**src/rtl/link_sched_pkg.sv**
```systemverilog
// Shared definitions for the link channel scheduler.
//   - default parameter values for the scheduler
//   - ch_idx_width(): width of a channel index for a given channel count
//   - hdr_lsb(): bit offset of the header field inside a link word
//   - link_word_t: link word at the default width
package link_sched_pkg;

  localparam int unsigned DEF_NUM_CHANNELS     = 4;
  localparam int unsigned DEF_FINAL_FIFO_WIDTH = 32;
  localparam int unsigned DEF_HEADER_WIDTH     = 4;
  localparam int unsigned DEF_IDLE_CYCLES      = 8;

  typedef logic [DEF_FINAL_FIFO_WIDTH-1:0] link_word_t;

  // A single-channel index still needs one bit to exist as a signal.
  function automatic int unsigned ch_idx_width(input int unsigned n);
    return (n < 2) ? 1 : $clog2(n);
  endfunction

  // The header sits in the top bits of the word.
  function automatic int unsigned hdr_lsb(input int unsigned w, input int unsigned h);
    return w - h;
  endfunction

endpackage

```
**src/rtl/rr_grant_select.sv**
```systemverilog
// Combinational round-robin grant search.
//   valid     in   N   request vector
//   ptr       in   IW  highest-priority position for this search
//   grant     out  N   one-hot grant (all zero when nothing is valid)
//   grant_idx out  IW  index of the granted request
//   any       out  1   a grant was found
// The request vector is replicated to 2N bits and the positions below ptr in
// the lower copy are masked off; the first set bit of the result is the
// winner, and its position modulo N is the granted channel.
module rr_grant_select
  import link_sched_pkg::*;
#(
  parameter int unsigned N  = DEF_NUM_CHANNELS,
  parameter int unsigned IW = ch_idx_width(N)
) (
  input  logic [N-1:0]  valid,
  input  logic [IW-1:0] ptr,
  output logic [N-1:0]  grant,
  output logic [IW-1:0] grant_idx,
  output logic          any
);

  logic [2*N-1:0] masked;

  always_comb begin
    // NOTE: every output gets a default before the search so no path leaves
    // a variable unassigned, which would otherwise infer a latch.
    masked    = {valid, valid};
    grant_idx = '0;
    any       = 1'b0;
    for (int j = 0; j < int'(N); j++) begin
      if (j < int'(ptr)) masked[j] = 1'b0;
    end
    for (int j = 0; j < 2 * int'(N); j++) begin
      if (!any && masked[j]) begin
        any       = 1'b1;
        grant_idx = (j >= int'(N)) ? IW'(j - int'(N)) : IW'(j);
      end
    end
    grant = any ? (N'(1) << grant_idx) : '0;
  end

endmodule

```
**src/rtl/link_channel_scheduler.sv**
```systemverilog
// Shares one inter-FPGA link between NUM_CHANNELS arbitration units.
//   clk            in   single clock, rising edge
//   reset          in   asynchronous, active-low
//   ch_out_data    in   N*W  channel i egress word at [i*W +: W]
//   ch_out_valid   in   N    channel i has a word for the link
//   ch_out_ready   out  N    one-hot egress grant
//   link_out_data  out  W    registered egress word
//   link_out_valid out  1    egress register full
//   link_out_ready in   1    link accepts word
//   link_in_data   in   W    ingress word from link
//   link_in_valid  in   1    ingress word present
//   link_in_ready  out  1    ingress register can accept
//   ch_in_data     out  N*W  held ingress word, broadcast to all channels
//   ch_in_valid    out  N    one-hot: held word is for channel i
//   ch_in_ready    in   N    channel i accepts
//   ch_busy        in   N    channel i has messages in flight
//   all_idle       out  1    system quiet for IDLE_CYCLES cycles
//   route_error    out  1    sticky: a word arrived for a nonexistent channel
module link_channel_scheduler
  import link_sched_pkg::*;
#(
  parameter int unsigned NUM_CHANNELS     = DEF_NUM_CHANNELS,
  parameter int unsigned FINAL_FIFO_WIDTH = DEF_FINAL_FIFO_WIDTH,
  parameter int unsigned HEADER_WIDTH     = DEF_HEADER_WIDTH,
  parameter int unsigned IDLE_CYCLES      = DEF_IDLE_CYCLES
) (
  input  logic                                   clk,
  input  logic                                   reset,
  input  logic [NUM_CHANNELS*FINAL_FIFO_WIDTH-1:0] ch_out_data,
  input  logic [NUM_CHANNELS-1:0]                ch_out_valid,
  output logic [NUM_CHANNELS-1:0]                ch_out_ready,
  output logic [FINAL_FIFO_WIDTH-1:0]            link_out_data,
  output logic                                   link_out_valid,
  input  logic                                   link_out_ready,
  input  logic [FINAL_FIFO_WIDTH-1:0]            link_in_data,
  input  logic                                   link_in_valid,
  output logic                                   link_in_ready,
  output logic [NUM_CHANNELS*FINAL_FIFO_WIDTH-1:0] ch_in_data,
  output logic [NUM_CHANNELS-1:0]                ch_in_valid,
  input  logic [NUM_CHANNELS-1:0]                ch_in_ready,
  input  logic [NUM_CHANNELS-1:0]                ch_busy,
  output logic                                   all_idle,
  output logic                                   route_error
);

  localparam int unsigned N       = NUM_CHANNELS;
  localparam int unsigned W       = FINAL_FIFO_WIDTH;
  localparam int unsigned IW      = ch_idx_width(N);
  localparam int unsigned HDR_LSB = hdr_lsb(W, HEADER_WIDTH);
  localparam int unsigned CNT_W   = $clog2(IDLE_CYCLES + 1);

  // ---------------------------------------------------------------- egress
  logic [W-1:0]  out_data;
  logic          out_valid;
  logic [IW-1:0] rr_ptr;
  logic [N-1:0]  grant;
  logic [IW-1:0] grant_idx;
  logic          grant_any;
  logic          egress_load;
  logic          egress_take;
  logic [W-1:0]  sel_word;

  rr_grant_select #(.N(N), .IW(IW)) u_grant (
    .valid     (ch_out_valid),
    .ptr       (rr_ptr),
    .grant     (grant),
    .grant_idx (grant_idx),
    .any       (grant_any)
  );

  assign egress_load = !out_valid || link_out_ready;
  // Handshakes are refused while reset is held: the registers cannot
  // capture then, so an accepted word would be lost.
  assign ch_out_ready = (reset && egress_load) ? grant : '0;
  assign egress_take  = reset && egress_load && grant_any;

  always_comb begin
    sel_word = '0;
    for (int i = 0; i < int'(N); i++) begin
      if (grant[i]) sel_word = ch_out_data[i*W +: W];
    end
  end

  // NOTE: state registers use non-blocking assignments so every flop samples
  // the pre-edge values, independent of statement order.
  always_ff @(posedge clk or negedge reset) begin
    if (!reset) begin
      out_valid <= 1'b0;
      out_data  <= '0;
      rr_ptr    <= '0;
    end else if (egress_take) begin
      out_valid <= 1'b1;
      out_data  <= sel_word;
      rr_ptr    <= (grant_idx == IW'(N - 1)) ? '0 : grant_idx + 1'b1;
    end else if (link_out_ready) begin
      out_valid <= 1'b0;
    end
  end

  assign link_out_data  = out_data;
  assign link_out_valid = out_valid;

  // --------------------------------------------------------------- ingress
  logic [W-1:0]            hold_data;
  logic                    hold_valid;
  logic [IW-1:0]           dest;
  logic [HEADER_WIDTH-1:0] in_hdr;
  logic                    in_bad;
  logic                    in_take;

  assign dest   = hold_data[HDR_LSB +: IW];
  assign in_hdr = link_in_data[W-1 -: HEADER_WIDTH];
  // The whole header is compared so that e.g. id 4 never aliases channel 0.
  assign in_bad = 32'(in_hdr) >= N;

  assign link_in_ready = reset && (!hold_valid || ch_in_ready[dest]);
  assign in_take       = link_in_valid && link_in_ready;

  always_ff @(posedge clk or negedge reset) begin
    if (!reset) begin
      hold_valid  <= 1'b0;
      hold_data   <= '0;
      route_error <= 1'b0;
    end else if (in_take) begin
      // Accepting implies the held word (if any) drains this cycle.
      hold_valid <= !in_bad;
      if (in_bad) route_error <= 1'b1;
      else        hold_data   <= link_in_data;
    end else if (hold_valid && ch_in_ready[dest]) begin
      hold_valid <= 1'b0;
    end
  end

  assign ch_in_valid = hold_valid ? (N'(1) << dest) : '0;
  assign ch_in_data  = {N{hold_data}};

  // ---------------------------------------------------------- idle detector
  logic             quiet;
  logic [CNT_W-1:0] idle_cnt;
  logic [CNT_W-1:0] idle_cnt_next;

  assign quiet = !(|ch_busy) && !(|ch_out_valid) && !link_in_valid
                 && !out_valid && !hold_valid;

  always_comb begin
    if (!quiet)                                  idle_cnt_next = '0;
    else if (idle_cnt == CNT_W'(IDLE_CYCLES))    idle_cnt_next = idle_cnt;
    else                                         idle_cnt_next = idle_cnt + 1'b1;
  end

  // all_idle is the registered form of (idle_cnt == IDLE_CYCLES), so it
  // drops in the cycle right after any busy cycle.
  always_ff @(posedge clk or negedge reset) begin
    if (!reset) begin
      idle_cnt <= '0;
      all_idle <= 1'b0;
    end else begin
      idle_cnt <= idle_cnt_next;
      all_idle <= (idle_cnt_next == CNT_W'(IDLE_CYCLES));
    end
  end

endmodule

```
**config.mk**
```make
export PLATFORM = sky130hd
export DESIGN_NAME = link_channel_scheduler
export DESIGN_NICKNAME = d
export VERILOG_FILES = /design/src/rtl/link_sched_pkg.sv /design/src/rtl/rr_grant_select.sv /design/src/rtl/link_channel_scheduler.sv
export SDC_FILE = /design/constraint.sdc
export NUM_CORES = 1
export LEC_CHECK = 0
export BUFFER_PORTS_ARGS = -buffer_cell sky130_fd_sc_hd__buf_2
export CORE_AREA = 2 2 134 136
export DETAILED_ROUTE_END_ITERATION = 10
export DIE_AREA = 0 0 136 138
export SYNTH_ARGS = -nofsm -noshare
export SYNTH_HDL_FRONTEND = slang
export SYNTH_HIERARCHICAL = 1
export SYNTH_SLANG_ARGS = --single-unit
```
**constraint.sdc**
```tcl
create_clock -name clk -period 2.3 [get_ports clk]
set_input_delay 0.23 -clock clk [delete_from_list [all_inputs] [get_ports clk]]
set_output_delay 0.23 -clock clk [all_outputs]
set_load 0.005 [all_outputs]
```
==> results.md, run 1 <==
- The total number of clock tree sinks is 74.
- The number of placed instances with taps included is 1,001.
- At the pin with the least slew margin, the transition time is 0.5417 ns.
- The final hold violation count is 0.
- The die boundary width is 136 um.
- The number of enable flip-flop cells after synthesis is 0.
- The placeable core region is 17,530 sq um.
- The share of synthesized area in the top cell type comes to a little under two fifths.
- At the end of routability-driven placement, the weighted congestion stood at 0.7833.
- The cell at the root of the clock tree is sky130_fd_sc_hd__clkbuf_16.
- The worst hold path startpoint is link_in_data[1].
- The capture endpoint of the worst hold path is hold_data[1]$_DFFE_PN0P_.
- After detailed routing, the number of remaining DRC violations is 0.
- The number of nets in the synthesized netlist is 734.
- The top-level port count is 348.
- Relative to the synthesized area, the layout overhead comes to 32.12%.
- The final setup slack of the worst path is around 0.15 ns.
- The number of H-tree levels is 3.
- The area of the mapped netlist is 5034 sq um.
- The count of final setup violators is 0.
- On the final layout, the worst clock skew is 0.009554 ns.
- The maximum number of pins on one net before global-route repair is 73.
- The worst stage delay on the critical path is 0.47 ns.
- The via count of the first global-routing pass is 4,573.
- The type of the worst min-delay path is in2reg.
- In the final design database the tool counted 964 nets.
- In this run the tightest slew margin relative to its limit is a little under two thirds.
- The total wirelength of the detailed-routed design is 17,020 um.
- The tool flagged a number of max-cap violations equal to 0.
- The worst setup timing slack at the placement stage is 0.3856 ns.
- Counting every instance in the synthesized netlist gives between 500 and 600.
- The register-to-register setup slack is 0.36 ns.
- The signal arrival time at the worst endpoint is 1.92 ns.
- The placed wire-length estimate is 12,490 um.
- The finished layout holds 1,020 standard cells, fillers aside.
- The die is approximately 140 um tall.
- The number of cells on the critical path is 6.
- The number of flip-flops and latches in the synthesized netlist is 74.
- The fraction of layout instances using a drive strength above 1 is between 50% and 60%.
- The TritonCTS clock tree is done.
- Global routing consumed, over all layers together, 17.10% of the routing resources.
- Dividing total power by cell area gives a power density of 949.2 nW/um^2.
- After routing, the total negative slack on setup checks comes to 0 ns.
- Sequential elements use roughly 37% of the synthesized area.
- Dividing the detail-routed wire length by the instance count gives around 17 um.
- The count of buffers from port buffering is 347.
- The largest delay contributor family on the critical path is flip-flops.
- In this run the static leakage power is 3.352 nW.
- After detailed routing, the number of vias per cell comes to about 5.
- For the worst setup path, the data required time is 2.07 ns.
- The length in cells of the worst reg-to-reg path is 7.
- In this run the remaining antenna-violating nets after routing total 0.
- Counting the buffers created by CTS gives 9.
- The library cell occupying the most area in the post-synthesis netlist is sky130_fd_sc_hd__dfrtp_1.
- The kind of start point of the critical path is a register.
- The number of gates resized after CTS is 0.
- The start point of the critical path is rr_ptr[1]$_DFFE_PN0P_.
- The buffer count from post-CTS setup fixing is 0.
- Traced cell by cell, the critical path runs through inv_1, a21oi_1, o221a_2, buf_12, and3_1, buf_2.
- In the synthesized netlist the dominant register cell turns out to be sky130_fd_sc_hd__dfrtp_1.
- The endpoint identified for the worst register-to-register timing path is link_out_data[19]$_DFFE_PN0P_.
- The die footprint is 18,770 sq um.
- A synthesized cell averages 9.070 sq um.
- During synthesis, Yosys emitted a total of 6 warnings.
- The max-slew violation count is 0.
- The largest individual stage delay along the critical path comes from the cell sky130_fd_sc_hd__dfrtp_1.
- For this block, the initial DRC count from the detailed router was 146.
- No sink is reached through more buffers than the 2 on the longest clock path.
- The run finished with clean final reports.
- In this run the worst path has a maximum fanout of 33.
- The worst setup path is captured at a primary output.
- The share of async-settable or async-resettable flops after synthesis is 100.0%.
- Sorting the synthesized cells by area gives the leading types as sky130_fd_sc_hd__dfrtp_1 (37%), sky130_fd_sc_hd__buf_4 (14%), sky130_fd_sc_hd__a31oi_1 (8.0%).
- The initial core utilization is 28.71%.
- The number of cell rows is a little under 50.
- Clock-pin slew was measured on the worst setup and hold paths at 0.06 ns.
- The time the worst path needs with I/O delays and setup is 2.147 ns.
- The power consumption is around 6.3 mW.
- The first detailed-routing pass took 5 iterations.
- The combined buffer and inverter count along the critical path is 3.
- The via count of the routed design is 5,005.
- The most frequent standard cell in the layout excluding fill and tap cells is sky130_fd_sc_hd__buf_2.
- The number of unique standard cell types used by synthesis is 47.
- The number of antenna violations at the first check in global routing is 1.
- The clock network latency to the later pin of the worst-skew pair is 0.34 ns.
- In the layout the commonest cells are sky130_fd_sc_hd__buf_2 (346), sky130_fd_sc_hd__dfrtp_1 (74), sky130_fd_sc_hd__a31oi_1 (64), sky130_fd_sc_hd__nand2_1 (38).
- The filler cells instantiated in the layout total 1,836.
- The origin of the critical flop-to-flop path is rr_ptr[0]$_DFFE_PN0P_.
- The share of the clock period used by the worst path is 93.35%.
- The worst setup path category is reg2out.
- The worst hold path was traced through 2 stages.
- Setup repair after global routing left no endpoint under its margin.
- The first-pass GRT wire length is 24,770 um.
- The total overflow reported by the global router is 0.
- Timing would allow up to 465.8 MHz.
- The maximum vdd ir drop is 349.5 uV.
==> kinds of logic (layout without fill, tap and decap cells) <==
family | Yosys count | in the layout | synth area share [%]
mux | 34 | 34 | 7.532
xor+xnor | 1 | 1 | 0.1740
buf+inv | 179 | 414 | 21.00
fa+ha+maj | 3 | 3 | 0.7458
flops | 74 | 74 | 36.79
other cells | 0 | 1 | 0
compound gates | 152 | 152 | 21.03
simple gates | 112 | 112 | 12.73
==> cells in the mapped netlist, types with 2 or more instances <==
| library cell | n |
|---|---|
| sky130_fd_sc_hd__nand3_1 | 3 |
| sky130_fd_sc_hd__nand2b_1 | 2 |
| sky130_fd_sc_hd__mux2i_1 | 3 |
| sky130_fd_sc_hd__clkbuf_1 | 41 |
| sky130_fd_sc_hd__inv_1 | 37 |
| sky130_fd_sc_hd__and3_1 | 5 |
| sky130_fd_sc_hd__and2_1 | 3 |
| sky130_fd_sc_hd__nor2b_1 | 4 |
| sky130_fd_sc_hd__nor4_1 | 2 |
| sky130_fd_sc_hd__nand2_1 | 38 |
| sky130_fd_sc_hd__a31oi_1 | 64 |
| sky130_fd_sc_hd__ha_1 | 3 |
| sky130_fd_sc_hd__nand3b_1 | 32 |
| sky130_fd_sc_hd__mux2_2 | 31 |
| sky130_fd_sc_hd__a221o_1 | 32 |
| sky130_fd_sc_hd__o221a_2 | 2 |
| sky130_fd_sc_hd__nor3_1 | 3 |
| sky130_fd_sc_hd__and2b_2 | 2 |
| sky130_fd_sc_hd__a21oi_1 | 37 |
| sky130_fd_sc_hd__buf_6 | 3 |
| sky130_fd_sc_hd__o21ai_0 | 5 |
| sky130_fd_sc_hd__dfrtp_1 | 74 |
| sky130_fd_sc_hd__nor2_1 | 9 |
| sky130_fd_sc_hd__a22oi_1 | 2 |
| sky130_fd_sc_hd__buf_4 | 96 |
==> flip-flops by register name (all words and copies together) (netlist names) <==
signal	flops
link_out_valid	1
hold_data	32
link_out_data	32
hold_valid	1
rr_ptr	2
all_idle	1
idle_cnt	4
route_error	1
==> routing by layer <==
layer  share of wire (%)  vias up  GRT usage [%]
met5                   0        -              0
met4                 2.5        0          7.182
met3                 8.3       21          4.510
met2                  53      270          31.42
met1                  37     2347          18.20
li1                    -     2367              -
==> power by group <==
part	total [mW]	switching (mW)	internal, mW
logic	2.78	1.35	1.43
clock network	1.47	0.596	0.872
registers	2.07	0.376	1.69
==> per-stage QoR <==
step | hold slack [ns] | area (sq um) | utilization [%]
after floorplan | -0.06559 | 5034 | -
after global placement | 0.2747 | 6309 | 35.98
after detailed placement | 0.2763 | 6309 | 35.98
after CTS | 0.09898 | 6623 | 37.77
after global routing | 0.1088 | 6650 | 37.93
final | 0.1188 | 6650 | 37.93
==> how the worst max path moves through the flow <==
stage | to | slack [ns]
final | ch_out_ready[3] | 0.15
after global routing | ch_out_ready[3] | 0.01
after CTS | ch_out_ready[3] | 0.12
after detailed placement | hold_data[20]$_DFFE_PN0P_ | 0.39
after global placement | link_out_data[1]$_DFFE_PN0P_ | 0.39
after floorplan | link_out_data[10]$_DFFE_PN0P_ | 0.32
==> layout make-up <==
type / instances / area [sq um] / area share (%)
Timing Repair Buffer: 361 / 1927 / 28.97
Clock buffer: 10 / 239.0 / 3.594
Tap cell: 229 / 286.5 / 4.309
Antenna cell: 1 / 2.502 / 0.03763
Multi-Input combinational cell: 302 / 2140 / 32.17
Inverter: 37 / 138.9 / 2.088
Sequential cell: 74 / 1852 / 27.85
Clock inverter: 6 / 65.06 / 0.9784
==> repair_timing <==
action / in CTS / in global routing
hold buffers: 1 / 0
hold endpoints to repair: 35 / 0
setup endpoints to repair: 0 / 1
==> worst reg2reg max path, delay by kind of cell, from the launching register on <==
family | cells | cell delay (ns)
buffers and inverters | 1 | 0.32
and+or+nand+nor | 3 | 0.47
DFF | 1 | 0.52
AOI/OAI and AO/OA | 3 | 0.56
No activity file was read; power rests on OpenSTA's default activity.
==> run 2: changes to the inputs <==
--- a/config.mk
+++ b/config.mk
@@ -6,10 +6,9 @@
 export NUM_CORES = 1
 export LEC_CHECK = 0
 export BUFFER_PORTS_ARGS = -buffer_cell sky130_fd_sc_hd__buf_2
-export CORE_AREA = 2 2 134 136
+export CORE_AREA = 2 2 136 138
 export DETAILED_ROUTE_END_ITERATION = 10
-export DIE_AREA = 0 0 136 138
+export DIE_AREA = 0 0 138 140
 export SYNTH_ARGS = -nofsm -noshare
 export SYNTH_HDL_FRONTEND = slang
-export SYNTH_HIERARCHICAL = 1
 export SYNTH_SLANG_ARGS = --single-unit
==> run 2 against run 1 <==
Clock skew shrank 0.00096 ns. First-iteration DRC count rose by 6.2%. Utilization increased by 0.45 points. Critical path depth is 4 higher. Count of clock-buffer cells in the layout unchanged. Global-route usage decreased by 0.39 points. Sequential power fell by 5%. Cell area grew 2.6%. Highest routed layer unchanged.
==> results.md, run 2 <==
- Status: finished clean (unchanged).
- The count of buffers from port buffering came to 347 (unchanged).
- The worst setup timing slack at the placement stage came to -0.09594 ns (was 0.3856 ns).
- The time the worst path needs with I/O delays and setup came to 2.210 ns (was 2.147 ns).
- The total number of clock tree sinks is 74 (unchanged).
- The fraction of layout instances using a drive strength above 1 is 58.39% (was 53.16%).
- The detailed-routing iteration count for the pre-antenna-repair pass was 4 (was 5).
- The number of unique standard cell types used by synthesis is 41 (was 47).
- The number of nets in the finished design is 955 (was 964).
- The number of fillers in the final layout is 1,829 (was 1,836).
- The placed wire-length estimate is 13,020 um (was 12,490 um).
- The type of the worst min-delay path is in2reg (unchanged).
- The worst setup path category is reg2reg (was reg2out).
- The cell at the root of the clock tree was sky130_fd_sc_hd__clkbuf_16 (unchanged).
- The aggregate global-route resource usage is 16.71% (was 17.10%).
- The register-to-register setup slack was 0.09 ns (was 0.36 ns).
- The number of enable flip-flop cells after synthesis was 0 (unchanged).
- The total inserted antenna cells came to 0 (was 1).
- The share of the clock period used by the worst path is 96.08% (was 93.35%).
- The clock network latency to the later pin of the worst-skew pair was 0.34 ns (about the same).
- The number of instances in the synthesized netlist came to 514 (was 555).
- The routed wirelength normalized by instance count is 17.16 um (was 16.69 um).
- The static leakage is 3.772 nW (was 3.352 nW).
- The portion of the post-synthesis area used by sequential elements is 37.86% (was 36.79%).
- The mean post-synth cell area is 9.515 sq um (was 9.070 sq um).
- The worst hold margin is 0.1152 ns (was 0.1188 ns).
- The total wirelength of the detailed-routed design is 17,330 um (was 17,020 um).
- The post-detailed-route DRC marker count was 0 (unchanged).
- The top-level port count came to 348 (unchanged).
- The clock skew is 0.008599 ns (was 0.009554 ns).
- The maximum number of pins on one net before global-route repair is 64 (was 73).
- The clock input transition at the sequential cells of the worst setup and hold paths is 0.07 ns (was 0.06 ns).
- The total overflow reported by the global router is 0 (unchanged).
- The via count of the routed design is 4,652 (was 5,005).
- The starting DRC count in detailed routing was 155 (was 146).
- The maximum clock frequency came to 452.5 MHz (was 465.8 MHz).
- The number of buffers on the longest clock path was 2 (unchanged).
- The share of async-settable or async-resettable flops after synthesis is 100.0% (unchanged).
- Largest cells by area after synthesis: sky130_fd_sc_hd__dfrtp_1 (38%), sky130_fd_sc_hd__buf_4 (15%), sky130_fd_sc_hd__mux2_4 (8.3%) (was sky130_fd_sc_hd__dfrtp_1 (37%), sky130_fd_sc_hd__buf_4 (14%), sky130_fd_sc_hd__a31oi_1 (8.0%)).
- The via count of the first global-routing pass is 4,470 (was 4,573).
- The TritonCTS clock tree is done (unchanged).
- The non-filler instance count after layout is 1,010 (was 1,020).
- The final setup slack of the worst path is 0.09016 ns (was 0.1530 ns).
- The height of the die was 140 um (was 138 um).
- The final hold violation count is 0 (unchanged).
- The max-slew violation count is 0 (unchanged).
- The power density relative to cell area is 931.0 nW/um^2 (was 949.2 nW/um^2).
- The largest driver fanout on the critical path came to 8 (was 33).
- The library cell occupying the most area in the post-synthesis netlist is sky130_fd_sc_hd__dfrtp_1 (unchanged).
- The most frequent standard cell in the layout excluding fill and tap cells is sky130_fd_sc_hd__buf_2 (unchanged).
- The number of stages on the worst hold path came to 2 (unchanged).
- The count of final setup violators was 0 (unchanged).
- The maximum vdd ir drop is 331.4 uV (was 349.5 uV).
- Cell types with the highest counts after synthesis: sky130_fd_sc_hd__buf_4 (98), sky130_fd_sc_hd__dfrtp_1 (74), sky130_fd_sc_hd__nand2_1 (65), sky130_fd_sc_hd__o21ai_0 (57), sky130_fd_sc_hd__inv_1 (28) (was sky130_fd_sc_hd__buf_4 (96), sky130_fd_sc_hd__dfrtp_1 (74), sky130_fd_sc_hd__a31oi_1 (64), sky130_fd_sc_hd__clkbuf_1 (41), sky130_fd_sc_hd__nand2_1 (38)).
- The initial core utilization came to 27.51% (was 28.71%).
- The most common cell in the netlist is sky130_fd_sc_hd__buf_4 (unchanged).
- The area of the mapped netlist came to 4891 sq um (was 5034 sq um).
- Most frequent cells in the layout: sky130_fd_sc_hd__buf_2 (346), sky130_fd_sc_hd__dfrtp_1 (74), sky130_fd_sc_hd__nand2_1 (65), sky130_fd_sc_hd__o21ai_0 (33), sky130_fd_sc_hd__mux2_4 (28) (was sky130_fd_sc_hd__buf_2 (346), sky130_fd_sc_hd__dfrtp_1 (74), sky130_fd_sc_hd__a31oi_1 (64), sky130_fd_sc_hd__nand2_1 (38)).
- The remaining max-slew budget at the tightest pin is 23.40% (was 63.88%).
- The origin of the critical flop-to-flop path is rr_ptr[1]$_DFFE_PN0P_ (was rr_ptr[0]$_DFFE_PN0P_).
- The capture endpoint of the worst hold path was hold_data[0]$_DFFE_PN0P_ (was hold_data[1]$_DFFE_PN0P_).
- The number of placed instances with taps included is 988 (was 1,001).
- The number of flip-flops and latches in the synthesized netlist is 74 (unchanged).
- The area taken by flip-flops and latches is 1852 sq um (unchanged).
- The area of combinational cells with multiple inputs was 2210 sq um (was 2140 sq um).
- The placeable core region is 17,780 sq um (was 17,530 sq um).
- The total CTS buffers is 9 (unchanged).
- The first-pass GRT wire length is 25,120 um (was 24,770 um).
- The die footprint is 19,320 sq um (was 18,770 sq um).
- The number of nets in the synthesized netlist is 693 (was 734).
- The area fraction of the dominant cell type after synthesis is 37.86% (was 36.79%).
- The number of warning messages in the yosys log is 0 (was 6).
- The max-cap violation count is 0 (unchanged).
- The length in cells of the worst reg-to-reg path is 10 (was 7).
- The number of cell rows is 49 (unchanged).
- The layout-stage area growth over the synthesis result is 39.50% (was 32.12%).
- The leading register cell type out of synthesis is sky130_fd_sc_hd__dfrtp_1 (unchanged).
- The required time of the critical path was 2.51 ns (was 2.07 ns).
- The kind of start point of the critical path is a register (unchanged).
- The residual antenna-violating net count after detailed routing is 0 (unchanged).
- The number of H-tree levels is 3 (unchanged).
- The routability-driven placement congestion ratio is 0.7661 (was 0.7833).
- The pin slew with the least headroom to its limit is 1.149 ns (was 0.5417 ns).
- The worst hold path startpoint is link_in_data[0] (was link_in_data[1]).
- The number of antenna violations at the first check in global routing was 0 (was 1).
- The signal arrival time at the worst endpoint is 2.42 ns (was 1.92 ns).
- The endpoint kind of the worst setup timing path is a register (was primary output).
- Setup repair after global routing missed its margin: yes (was no).
- The ratio of routed vias to standard cells is 4.606 (was 4.907).
- The die boundary width came to 138 um (was 136 um).
- The endpoint of the most critical register-to-register path is link_out_data[13]$_DFFE_PN0P_ (was link_out_data[19]$_DFFE_PN0P_).
==> run 2: cell types whose count changed in the layout (fill, tap and decap cells not counted), sizes merged, moves of 11 or more <==
cell	change
nand2	+27
o221ai	+11
mux2i	+19
a21oi	-28
a221o	-32
o21ai	+53
nand3b	-31
a221oi	+21
buf	+14
a31oi	-64
==> run 2: final cells by class <==
type / instances / share of cell area, %
inverters: 28 / 1.577
flip-flops and latches: 74 / 27.14
clock buffers: 10 / 3.356
multi-input cells: 287 / 32.39
well taps: 229 / 4.200
clock inverters: 6 / 1.320
repair buffers: 376 / 30.02
==> run 2: cell families (layout without fill, tap and decap cells) <==
| kind of cell | Yosys count | in the layout | share of synthesized area, % |
|---|---|---|---|
| buffers and inverters | 153 | 420 | 20.44 |
| AO/OA/AOI/OAI | 116 | 116 | 15.45 |
| AND/OR/NAND/NOR | 112 | 112 | 10.87 |
| flip-flops | 74 | 74 | 37.86 |
| multiplexers | 54 | 54 | 14.25 |
| adder cells (fa/ha/maj) | 3 | 3 | 0.7675 |
| XOR/XNOR | 2 | 2 | 0.3582 |
==> run 2: routing by layer <==
| layer | track usage (%) | vias to the layer above | wire length [um] |
|---|---|---|---|
| li1 | - | 2215 | - |
| met1 | 19.04 | 2158 | 6532 |
| met2 | 30.12 | 256 | 9005 |
| met3 | 4.786 | 23 | 1409 |
| met4 | 5.532 | 0 | 381 |
| met5 | 0 | - | 0 |
==> run 2: where the power goes <==
group          internal, mW  total, mW  switching, mW
Clock                 0.955       1.55          0.594
Sequential             1.67       1.97          0.303
Combinational          1.45       2.83           1.38
Total                  4.07       6.35           2.28
==> run 2: critical path, cell delays in order, from the launching register on <==
cell                        delay [ns]
sky130_fd_sc_hd__dfrtp_1          0.39
sky130_fd_sc_hd__mux2_4           0.31
sky130_fd_sc_hd__a221oi_4         0.23
sky130_fd_sc_hd__inv_1            0.08
sky130_fd_sc_hd__ha_2             0.19
sky130_fd_sc_hd__o41a_4           0.16
sky130_fd_sc_hd__clkbuf_16        0.20
sky130_fd_sc_hd__nand2_1          0.06
sky130_fd_sc_hd__mux2i_1          0.06
sky130_fd_sc_hd__a221oi_1         0.28
sky130_fd_sc_hd__o21ai_1          0.11
==> run 2: worst max-delay path by stage <==
stage,startpoint,end,slack (ns),cells after the start
final,rr_ptr[1]$_DFFE_PN0P_,link_out_data[13]$_DFFE_PN0P_,0.09,10
after global routing,rr_ptr[1]$_DFFE_PN0P_,link_out_data[26]$_DFFE_PN0P_,-0.02,12
after CTS,rr_ptr[1]$_DFFE_PN0P_,link_out_data[6]$_DFFE_PN0P_,0.02,10
after detailed placement,rr_ptr[1]$_DFFE_PN0P_,link_out_data[1]$_DFFE_PN0P_,-0.1,9
after global placement,rr_ptr[1]$_DFFE_PN0P_,link_out_data[1]$_DFFE_PN0P_,-0.05,9
after floorplan,rr_ptr[1]$_DFFE_PN0P_,link_out_data[6]$_DFFE_PN0P_,0.01,10
==> run 2: metrics by stage <==
stage | area, sq um | power, mW | setup TNS [ns] | utilization [%]
after floorplan | 4895 | 3.649 | 0 | -
after global placement | 6264 | 4.495 | -0.05350 | 35.23
after detailed placement | 6264 | 4.532 | -0.5119 | 35.23
after CTS | 6629 | 6.170 | 0 | 37.28
after global routing | 6823 | 6.758 | -0.1284 | 38.37
final | 6823 | 6.352 | 0 | 38.37
==> run 2: timing repair <==
action | 4_1_cts | 5_1_grt
hold buffers | 1 | 0
resized for setup | 11 | 42
pin swaps | 1 | 21
gates cloned | 0 | 3
endpoints found under the hold margin | 11 | 0
endpoints found under the setup margin | 33 | 32
buffers inserted | 1 | 1
